===== config.mk =====
export PLATFORM = sky130hd
export DESIGN_NAME = traffic_phase_ctrl
export DESIGN_NICKNAME = d
export VERILOG_FILES = /design/src/rtl/traffic_pkg.sv /design/src/rtl/rr_next_phase.sv /design/src/rtl/traffic_phase_ctrl.sv
export SDC_FILE = /design/constraint.sdc
export NUM_CORES = 1
export LEC_CHECK = 0
export BUFFER_PORTS_ARGS = -buffer_cell sky130_fd_sc_hd__buf_4
export CAP_MARGIN = 20
export CORE_ASPECT_RATIO = 0.75
export CORE_UTILIZATION = 38
export DETAILED_ROUTE_END_ITERATION = 10
export SYNTH_ARGS = -nofsm -noshare
export SYNTH_HDL_FRONTEND = slang
export SYNTH_HIERARCHICAL = 1
export SYNTH_SLANG_ARGS = --single-unit

===== constraint.sdc =====
create_clock -name clk -period 5 [get_ports clk]
set_input_delay 0.5 -clock clk [delete_from_list [all_inputs] [get_ports clk]]
set_output_delay 0.5 -clock clk [all_outputs]
set_load 0.03 [all_outputs]

===== src/rtl/traffic_pkg.sv =====
// -----------------------------------------------------------------------------
// traffic_pkg
// Shared types and helpers for the traffic phase controller.
//   light_t          : 2-bit per-phase light code (00 red, 01 yellow, 10 green)
//   state_t          : controller sequencing states
//   pack_phase_light : places one phase's light code into an otherwise-red
//                      lights vector sized for the largest supported phase count
// -----------------------------------------------------------------------------
package traffic_pkg;

  localparam int MAX_PHASES = 8;

  // Literal names carry a prefix because light_t and state_t both need
  // GREEN/YELLOW and share one package namespace.
  typedef enum logic [1:0] {
    LT_RED    = 2'b00,
    LT_YELLOW = 2'b01,
    LT_GREEN  = 2'b10
  } light_t;

  typedef enum logic [1:0] {
    S_ALL_RED = 2'd0,
    S_GREEN   = 2'd1,
    S_YELLOW  = 2'd2
  } state_t;

  // Every phase other than 'phase' is red; the caller trims to its own width.
  function automatic logic [2*MAX_PHASES-1:0] pack_phase_light(
    input logic [2:0] phase,
    input light_t     light
  );
    logic [2*MAX_PHASES-1:0] vec;
    vec = '0;
    vec[2*phase +: 2] = light;
    return vec;
  endfunction

endpackage


===== src/rtl/rr_next_phase.sv =====
// -----------------------------------------------------------------------------
// rr_next_phase
// Combinational round-robin search: finds the first requesting phase after
// 'last', wrapping around. The search ends on 'last' itself, so a lone
// request from the last-granted phase is still found.
// Ports:
//   req   [NUM_PHASES-1:0]        : per-phase request vector
//   last  [$clog2(NUM_PHASES)-1:0]: most recently granted phase
//   next  [$clog2(NUM_PHASES)-1:0]: selected phase (0 when valid is low)
//   valid                         : at least one request present
// -----------------------------------------------------------------------------
module rr_next_phase #(
  parameter int NUM_PHASES = 3
) (
  input  logic [NUM_PHASES-1:0]         req,
  input  logic [$clog2(NUM_PHASES)-1:0] last,
  output logic [$clog2(NUM_PHASES)-1:0] next,
  output logic                          valid
);

  localparam int PW = $clog2(NUM_PHASES);

  int idx;

  always_comb begin
    next  = '0;
    valid = 1'b0;
    idx   = 0;
    for (int i = 1; i <= NUM_PHASES; i++) begin
      idx = (int'(last) + i) % NUM_PHASES;
      if (!valid && req[idx]) begin
        valid = 1'b1;
        next  = PW'(idx);
      end
    end
  end

endmodule


===== src/rtl/traffic_phase_ctrl.sv =====
// -----------------------------------------------------------------------------
// traffic_phase_ctrl
// N-phase traffic-light controller. One phase at a time is sequenced through
// GREEN -> YELLOW -> ALL_RED, with min/max green timing driven by per-phase
// vehicle sensors and round-robin selection of the next phase.
//
// Optional build macro: TRAFFIC_PREEMPT_EN adds an emergency preemption input
// pair (preempt, preempt_phase). Without it the ports do not exist.
//
// Ports:
//   clk            : system clock
//   reset          : synchronous, active-high
//   sensor         : per-phase vehicle request, level-sensitive
//   preempt        : (TRAFFIC_PREEMPT_EN) preemption request
//   preempt_phase  : (TRAFFIC_PREEMPT_EN) phase to be served under preemption
//   lights         : phase p on bits [2p+1:2p]; 10 green, 01 yellow, 00 red
//   cur_phase      : granted / last-granted phase
//   busy           : high in GREEN or YELLOW
// -----------------------------------------------------------------------------
module traffic_phase_ctrl
  import traffic_pkg::*;
#(
  parameter int NUM_PHASES  = 3,
  parameter int GREEN_MIN   = 4,
  parameter int GREEN_MAX   = 10,
  parameter int YELLOW_TIME = 2,
  parameter int ALLRED_TIME = 1
) (
  input  logic                          clk,
  input  logic                          reset,
  input  logic [NUM_PHASES-1:0]         sensor,
`ifdef TRAFFIC_PREEMPT_EN
  input  logic                          preempt,
  input  logic [$clog2(NUM_PHASES)-1:0] preempt_phase,
`endif
  output logic [2*NUM_PHASES-1:0]       lights,
  output logic [$clog2(NUM_PHASES)-1:0] cur_phase,
  output logic                          busy
);

  localparam int PW = $clog2(NUM_PHASES);
  localparam int TW = $clog2(GREEN_MAX + 1);

  // Terminal counts: each state ends on the cycle its counter reaches these.
  localparam logic [TW-1:0] AR_LAST  = TW'(ALLRED_TIME - 1);
  localparam logic [TW-1:0] Y_LAST   = TW'(YELLOW_TIME - 1);
  localparam logic [TW-1:0] GMIN_M1  = TW'(GREEN_MIN - 1);
  localparam logic [TW-1:0] GMAX_M1  = TW'(GREEN_MAX - 1);

  state_t          state_q, state_d;
  logic [PW-1:0]   phase_q, phase_d;
  logic [TW-1:0]   count_q, count_d;

  logic [NUM_PHASES-1:0] own_mask;
  logic                  own_req;
  logic                  other_req;
  logic                  go_yellow;

  logic [PW-1:0]   rr_next;
  logic            rr_valid;
  logic            grant_v;
  logic [PW-1:0]   grant_p;

`ifdef TRAFFIC_PREEMPT_EN
  // Remembers which phase a preemption cut short for, so the following
  // ALL_RED still serves it even if preempt is released during clearance.
  logic            pend_q, pend_d;
  logic [PW-1:0]   pend_phase_q, pend_phase_d;
`endif

  rr_next_phase #(
    .NUM_PHASES (NUM_PHASES)
  ) u_rr (
    .req   (sensor),
    .last  (phase_q),
    .next  (rr_next),
    .valid (rr_valid)
  );

  assign own_mask  = NUM_PHASES'(1) << phase_q;
  assign own_req   = sensor[phase_q];
  assign other_req = |(sensor & ~own_mask);

  // Phase to serve at the ALL_RED decision point.
  always_comb begin
    grant_v = rr_valid;
    grant_p = rr_next;
`ifdef TRAFFIC_PREEMPT_EN
    if (preempt) begin
      grant_v = 1'b1;
      grant_p = preempt_phase;
    end else if (pend_q) begin
      grant_v = 1'b1;
      grant_p = pend_phase_q;
    end
`endif
  end

  // Next-state logic.
  always_comb begin
    state_d   = state_q;
    phase_d   = phase_q;
    count_d   = count_q;
    go_yellow = 1'b0;
`ifdef TRAFFIC_PREEMPT_EN
    pend_d       = pend_q;
    pend_phase_d = pend_phase_q;
`endif
    case (state_q)
      S_ALL_RED: begin
        if (count_q != AR_LAST) begin
          count_d = count_q + 1'b1;
        end else if (grant_v) begin
          state_d = S_GREEN;
          phase_d = grant_p;
          count_d = '0;
`ifdef TRAFFIC_PREEMPT_EN
          pend_d  = 1'b0;
`endif
        end
        // No request: idle in all-red with the counter held at its terminal.
      end

      S_GREEN: begin
        if (count_q != GMAX_M1) begin
          count_d = count_q + 1'b1;
        end
        // Gap-out needs the served phase to have gone quiet; max-out does not.
        go_yellow = (other_req && !own_req && (count_q >= GMIN_M1)) ||
                    (other_req && (count_q == GMAX_M1));
`ifdef TRAFFIC_PREEMPT_EN
        if (preempt) begin
          go_yellow = (phase_q != preempt_phase);
          if (phase_q != preempt_phase) begin
            pend_d       = 1'b1;
            pend_phase_d = preempt_phase;
          end
        end
`endif
        if (go_yellow) begin
          state_d = S_YELLOW;
          count_d = '0;
        end
      end

      S_YELLOW: begin
        if (count_q == Y_LAST) begin
          state_d = S_ALL_RED;
          count_d = '0;
        end else begin
          count_d = count_q + 1'b1;
        end
      end

      default: begin
        state_d = S_ALL_RED;
        count_d = '0;
      end
    endcase
  end

  always_ff @(posedge clk) begin
    if (reset) begin
      state_q <= S_ALL_RED;
      phase_q <= PW'(NUM_PHASES - 1);
      count_q <= '0;
    end else begin
      state_q <= state_d;
      phase_q <= phase_d;
      count_q <= count_d;
    end
  end

`ifdef TRAFFIC_PREEMPT_EN
  always_ff @(posedge clk) begin
    if (reset) begin
      pend_q       <= 1'b0;
      pend_phase_q <= '0;
    end else begin
      pend_q       <= pend_d;
      pend_phase_q <= pend_phase_d;
    end
  end
`endif

  // Moore output decode: only the served phase can be non-red.
  always_comb begin
    lights = '0;
    case (state_q)
      S_GREEN:  lights = (2*NUM_PHASES)'(pack_phase_light(3'(phase_q), LT_GREEN));
      S_YELLOW: lights = (2*NUM_PHASES)'(pack_phase_light(3'(phase_q), LT_YELLOW));
      default:  lights = '0;
    endcase
  end

  assign busy      = (state_q == S_GREEN) || (state_q == S_YELLOW);
  assign cur_phase = phase_q;

endmodule

== Word level (Yosys, flattened, before mapping) ==
Cells that the tools add are included.

* $add $sub $neg: 5
* Multipliers: 0
* Divide/modulo/power cells: 3
* Order comparisons: 5
* Eq/ne operators: 11
* Shift operators: 4
* Mux-type cells: 29
* Bitwise operators: 5
* Reduce and logical (&&, ||, !) cells: 16

{| class="wikitable"
|+ Operators with widths
! cell !! number
|-
| $lt A32 B4 Y1 const B || 3
|-
| $mod A32 B3 Y32 const B || 3
|-
| $shiftx A2 B34 Y6 const A || 2
|-
| $neg A3 Y34 || 1
|-
| $shift A2 B34 Y6 const A || 1
|-
| $mux W4 || 5
|-
| $mux W2 || 7
|-
| $and A6 B6 Y6 || 2
|-
| $pmux W4 S3 || 1
|-
| $pmux W6 S2 || 1
|-
| $mux W1 || 10
|-
| $bmux W1 S2 || 4
|-
| $ne A2 B2 Y1 const B || 4
|-
| $add A2 B2 Y3 const B || 2
|-
| $ne A3 B3 Y1 const B || 2
|-
| $pmux W2 S3 || 1
|-
| $logic_and A1 B1 Y1 || 5
|-
| $add A4 B1 Y4 const B || 1
|-
| $eq A4 B1 Y1 const B || 1
|-
| $eq A4 B4 Y1 const B || 1
|-
| $ge A4 B2 Y1 const B || 1
|-
| $ne A4 B4 Y1 const B || 1
|-
| $reduce_and A4 Y1 || 1
|-
| $reduce_bool A4 Y1 || 1
|-
| 14 further kinds || 17
|}

* Flip-flop bits (word level): 8
* Bits in latches: 0
* Memory bits (writable): 0
* ROM bits: 0
* Bits of input ports: 5
* Output and inout port bits: 9
* Logic and storage cells: 81
* Memories: 0

== Longest topological paths before layout ==
* Depth after elaboration: 15
* Mapped depth: 9
* Mapped depth without buffers: 9

== Cells and area by module ==
The synthesis kept the hierarchy.

{| class="wikitable"
|+ Modules (own cells, without submodules)
! module !! instances !! cells an instance !! area each (sq um) !! seq. area each (sq um)
|-
| traffic_phase_ctrl || 1 || 92 || 813.3 || 160.2
|-
| rr_next_phase || 1 || 20 || 131.4 || 0.0
|}

== Least setup slack after synthesis ==
Ideal clock, no wire load.

* Kind: flip-flop to flip-flop
* Start point: register phase_q[0] (netlist: cur_phase[0])
* End point: register phase_q[1] (netlist: cur_phase[1])
* Library setup time: 0.116 ns
* Arrival time: 2.317 ns
* Data required time: 4.884 ns
* Slack: 2.567 ns
* Stages on the path, launching flop included: 9
* Buffers on the path: 0
* Clock period less this slack: 2.433 ns
* Cell sequence: dfxtp_1 > inv_1 > ha_1 > maj3_2 > a21oi_1 > inv_1 > or3_1 > mux2i_1 > nand2_1

* Cells in the longest elaborated chain, start to end: 13
* Elaborated cells on any way between the ends: 26
* Those cells by class: add/sub (3); div (3); mux (15); reduce/logical (5)

{| class="wikitable"
|+ Ends and longest elaborated chain
! element !! RTL line !! text
|-
| from (decl) || traffic_phase_ctrl.sv:51 || <nowiki>logic [PW-1:0] phase_q, phase_d;</nowiki>
|-
| from (signal assigned) || traffic_phase_ctrl.sv:165 || <nowiki>phase_q <= PW'(NUM_PHASES - 1);</nowiki>
|-
| from (signal assigned) || traffic_phase_ctrl.sv:169 || <nowiki>phase_q <= phase_d;</nowiki>
|-
| $add A2 B1 Y3 || rr_next_phase.sv:30 || <nowiki>idx = (int'(last) + i) % NUM_PHASES;</nowiki>
|-
| $mod A32 B3 Y32 || rr_next_phase.sv:30 ||
|-
| $bmux W1 S2 || rr_next_phase.sv:31 || <nowiki>if (!valid && req[idx]) begin</nowiki>
|-
| $mux W1 (not written as such) (2 in series) || rr_next_phase.sv:31 ||
|-
| $mux W1 || rr_next_phase.sv:31 ||
|-
| $logic_not A1 Y1 || rr_next_phase.sv:31 ||
|-
| $logic_and A1 B1 Y1 || rr_next_phase.sv:31 ||
|-
| $mux W1 || rr_next_phase.sv:31 ||
|-
| $logic_not A1 Y1 || rr_next_phase.sv:31 ||
|-
| $logic_and A1 B1 Y1 || rr_next_phase.sv:31 ||
|-
| $mux W1 * || rr_next_phase.sv:31 ||
|-
| named net grant_v || traffic_phase_ctrl.sv:61 || <nowiki>logic grant_v;</nowiki>
|-
| $reduce_and A3 Y1 (no line) * || n/a ||
|}

The timed path passes the listed nets; every way through them passes the cells marked *. The select of a mux whose other input is x is not followed.
A chain may end at the register's enable or synchronous reset.

== Final worst setup path ==
Ends and elaborated chain as after synthesis.

==> impl_metrics.env <==
export IMPL_max_freq_ghz=0.412
export IMPL_wl_per_cell_um=12.7
export IMPL_h_tree_depth=1
export IMPL_crit_cells=8
export IMPL_path_clk_slew_ns=0.06
export IMPL_busiest_layer="met2"
export IMPL_grt_ovfl_total=0
export IMPL_post_cts_setup_buffers=0
export IMPL_synth_top_cell_by_area="ha_1"
export IMPL_track_usage=0.176
export IMPL_drc=0
export IMPL_syn_num_nets=132
export IMPL_period_share=0.486
export IMPL_gr_usage_met2=0.265
export IMPL_fin_nets=149
export IMPL_fin_skew_ns=0.00262
export IMPL_grt_pass1_vias=772
export IMPL_io_buffers=13
export IMPL_grt_pass1_wl_mm=3.54
export IMPL_yosysWarningCount=6
export IMPL_critPathTopFamily="adder cells"
export IMPL_slew_violations=0
export IMPL_cp_num_buf_inv=2
export IMPL_slowest_delay_ns=0.51
export IMPL_drv_cap=0
export IMPL_slowest_stage="dfxtp_1"
export IMPL_synth_cells=112
export IMPL_die_x_um=59.6
export IMPL_hold_ws_ns=0.463
export IMPL_cp_required_ns=5.15
export IMPL_placed_cells_incl_taps=158
export IMPL_placed_area_mm2=0.00107
export IMPL_hold_path_depth=2
export IMPL_rsz0062_at_grt="no"
export IMPL_multi_input_comb_area_um2=721
export IMPL_cts_resized=0
export IMPL_gp_congestion=0.801
export IMPL_path_common_cell="inv_1"
export IMPL_synthSimpleGateAreaFrac=0.310
export IMPL_gr_usage_met3=0.0516
export IMPL_stdcell_count=161
export IMPL_ir_worst_vdd_v=0.000186
export IMPL_wl_mm=2.05
export IMPL_hpwl_mm=1.64
export IMPL_syn_to_final_growth_pct=16.0
export IMPL_syn_avg_cell_area_um2=8.43
export IMPL_critical_path_class="reg2reg"
export IMPL_first_pass_iters=4
export IMPL_rr_worst_depth=8
export IMPL_fp_dieArea_mm2=0.00269
export IMPL_nFillCells=236
export IMPL_synth_distinct_cells=40
export IMPL_yosysTopAreaCellShare=0.199
export IMPL_outcome="finished, final reports clean"
export IMPL_leakagePower_nw=0.479
export IMPL_crit_chain="inv_1, ha_1, maj3_2, a21oi_1, inv_1, or3_1, mux2i_1, nand2_1"
export IMPL_seq_area_um2=160
export IMPL_tns_ns=0
export IMPL_async_flop_share=0
export IMPL_start_util=0.406
export IMPL_final_hold_violation_count=0
export IMPL_ant_nets=0
export IMPL_drt_iter0_drc=46
export IMPL_synthFlopType="dfxtp_1"
export IMPL_min_path_type="in2reg"
export IMPL_muxShareOfSynthArea=0.0318
export IMPL_synth_compound_area_share=0.192
export IMPL_start_kind="flop"
export IMPL_p_per_area_mw_per_mm2=516
export IMPL_setup_violations=0
export IMPL_synth_top_family_by_area="simple AND/OR/NAND/NOR gates"
export IMPL_drive_gt1_frac=0.213
export IMPL_synth_seq_cells=8
export IMPL_cts_tree="yes"
export IMPL_cts_buffers=3
export IMPL_antenna_found_initial=0
export IMPL_synth_xor_area_frac=0.0185
export IMPL_synth_seq_area_share=0.170
export IMPL_cts_buffer_depth=2
export IMPL_stdcell_area_mm2=0.00110
export IMPL_synth_edf_count=0
export IMPL_max_slew_margin=0.588
export IMPL_global_route_usage_met1=0.251
export IMPL_crit_fanout=10
export IMPL_worst_pin_slew_ns=0.612
export IMPL_ios=14
export IMPL_cp_end_kind="flop"
export IMPL_cts_sinks=8
export IMPL_routed_via_density=5.39
export IMPL_min_period_ns=2.43
export IMPL_coreArea_mm2=0.00233
export IMPL_cp_arrival_ns=2.58
export IMPL_postCtsHoldBufs=0
export IMPL_diodes=0
export IMPL_vias=868
export IMPL_dieHeight_um=45.2
export IMPL_synth_cell_area_um2=945
export IMPL_yosys_top_cells_area="ha_1 20%, dfxtp_1 17%, inv_1 5.6%"
export IMPL_insertion_delay_ns=0.26
export IMPL_grt_max_degree=11
export IMPL_rows=15
export IMPL_root_buffer="clkbuf_4"
export IMPL_yosys_area_share_adder=0.211
[power breakdown]
part	internal, W	switching [W]	total, W
combinational	0.000175	0.000222	0.000398
sequential	0.0000825	0.0000337	0.000116
clock	0.0000276	0.0000237	0.0000512
total	0.000286	0.000280	0.000565
[kinds of logic after synthesis]
kind of cell	after synthesis
adders and majority gates	16
DFF	8
and+or+nand+nor	47
xor gates and xnor gates	2
muxes	3
buffers and inverters	15
AOI/OAI and AO/OA	21
[registers in the layout, summed over array words and instances, names as in the netlist]
signal	cells
state_q	2
cur_phase	2
count_q	4
[layer usage]
layer,share of wire,wire length (um),vias up
met2,0.44,900,18
met3,0.036,73,3
li1,-,-,440
met1,0.52,1070,407
met5,0,0,-
met4,0.0034,7,0
[placed cells by master (no fill, tap or decap), types with 4 or more instances in the layout]
cell and instances:
nand2_1 4, inv_1 14, nand3_1 4, ha_1 15, buf_4 13, nor2_1 10, nand3b_1 4, dfxtp_1 8
nor2b_1 5
[cell usage after synthesis (2+ instances only)]
library cell,n
nor2_1,10
o21ai_0,2
a21oi_1,3
or4_1,2
nand3b_1,4
nor2b_1,5
nand2_1,4
nand2b_1,3
xor2_1,2
nand3_1,4
o221a_1,2
nor4b_2,2
ha_1,15
mux2i_1,3
or3_1,3
inv_1,14
o32ai_1,3
dfxtp_1,8
nor3b_1,2
[final timing paths]
path	start	endpoint	slack, ns
setup / recovery	cur_phase[0]	cur_phase[1]	2.57
hold / removal	reset	cur_phase[0]	0.46
setup reg to reg	cur_phase[0]	cur_phase[1]	2.57
hold reg to reg	count_q[1]	count_q[1]	0.56
[final cells by class]
cell class / instances / area share
multi-input cells: 89 / 0.658
flip-flops and latches: 8 / 0.146
repair buffers: 13 / 0.0890
inverters: 14 / 0.0479
well taps: 34 / 0.0388
clock buffers: 3 / 0.0205
[per-stage QoR]
stage | setup slack (ns) | util | power, W
after floorplan | 2.57 | - | 0.000425
after global placement | 2.64 | 0.461 | 0.000506
after detailed placement | 2.57 | 0.461 | 0.000512
after CTS | 2.56 | 0.471 | 0.000565
after global routing | 2.36 | 0.471 | 0.000621
final | 2.57 | 0.471 | 0.000565
No activity file was read; power rests on OpenSTA's default activity.
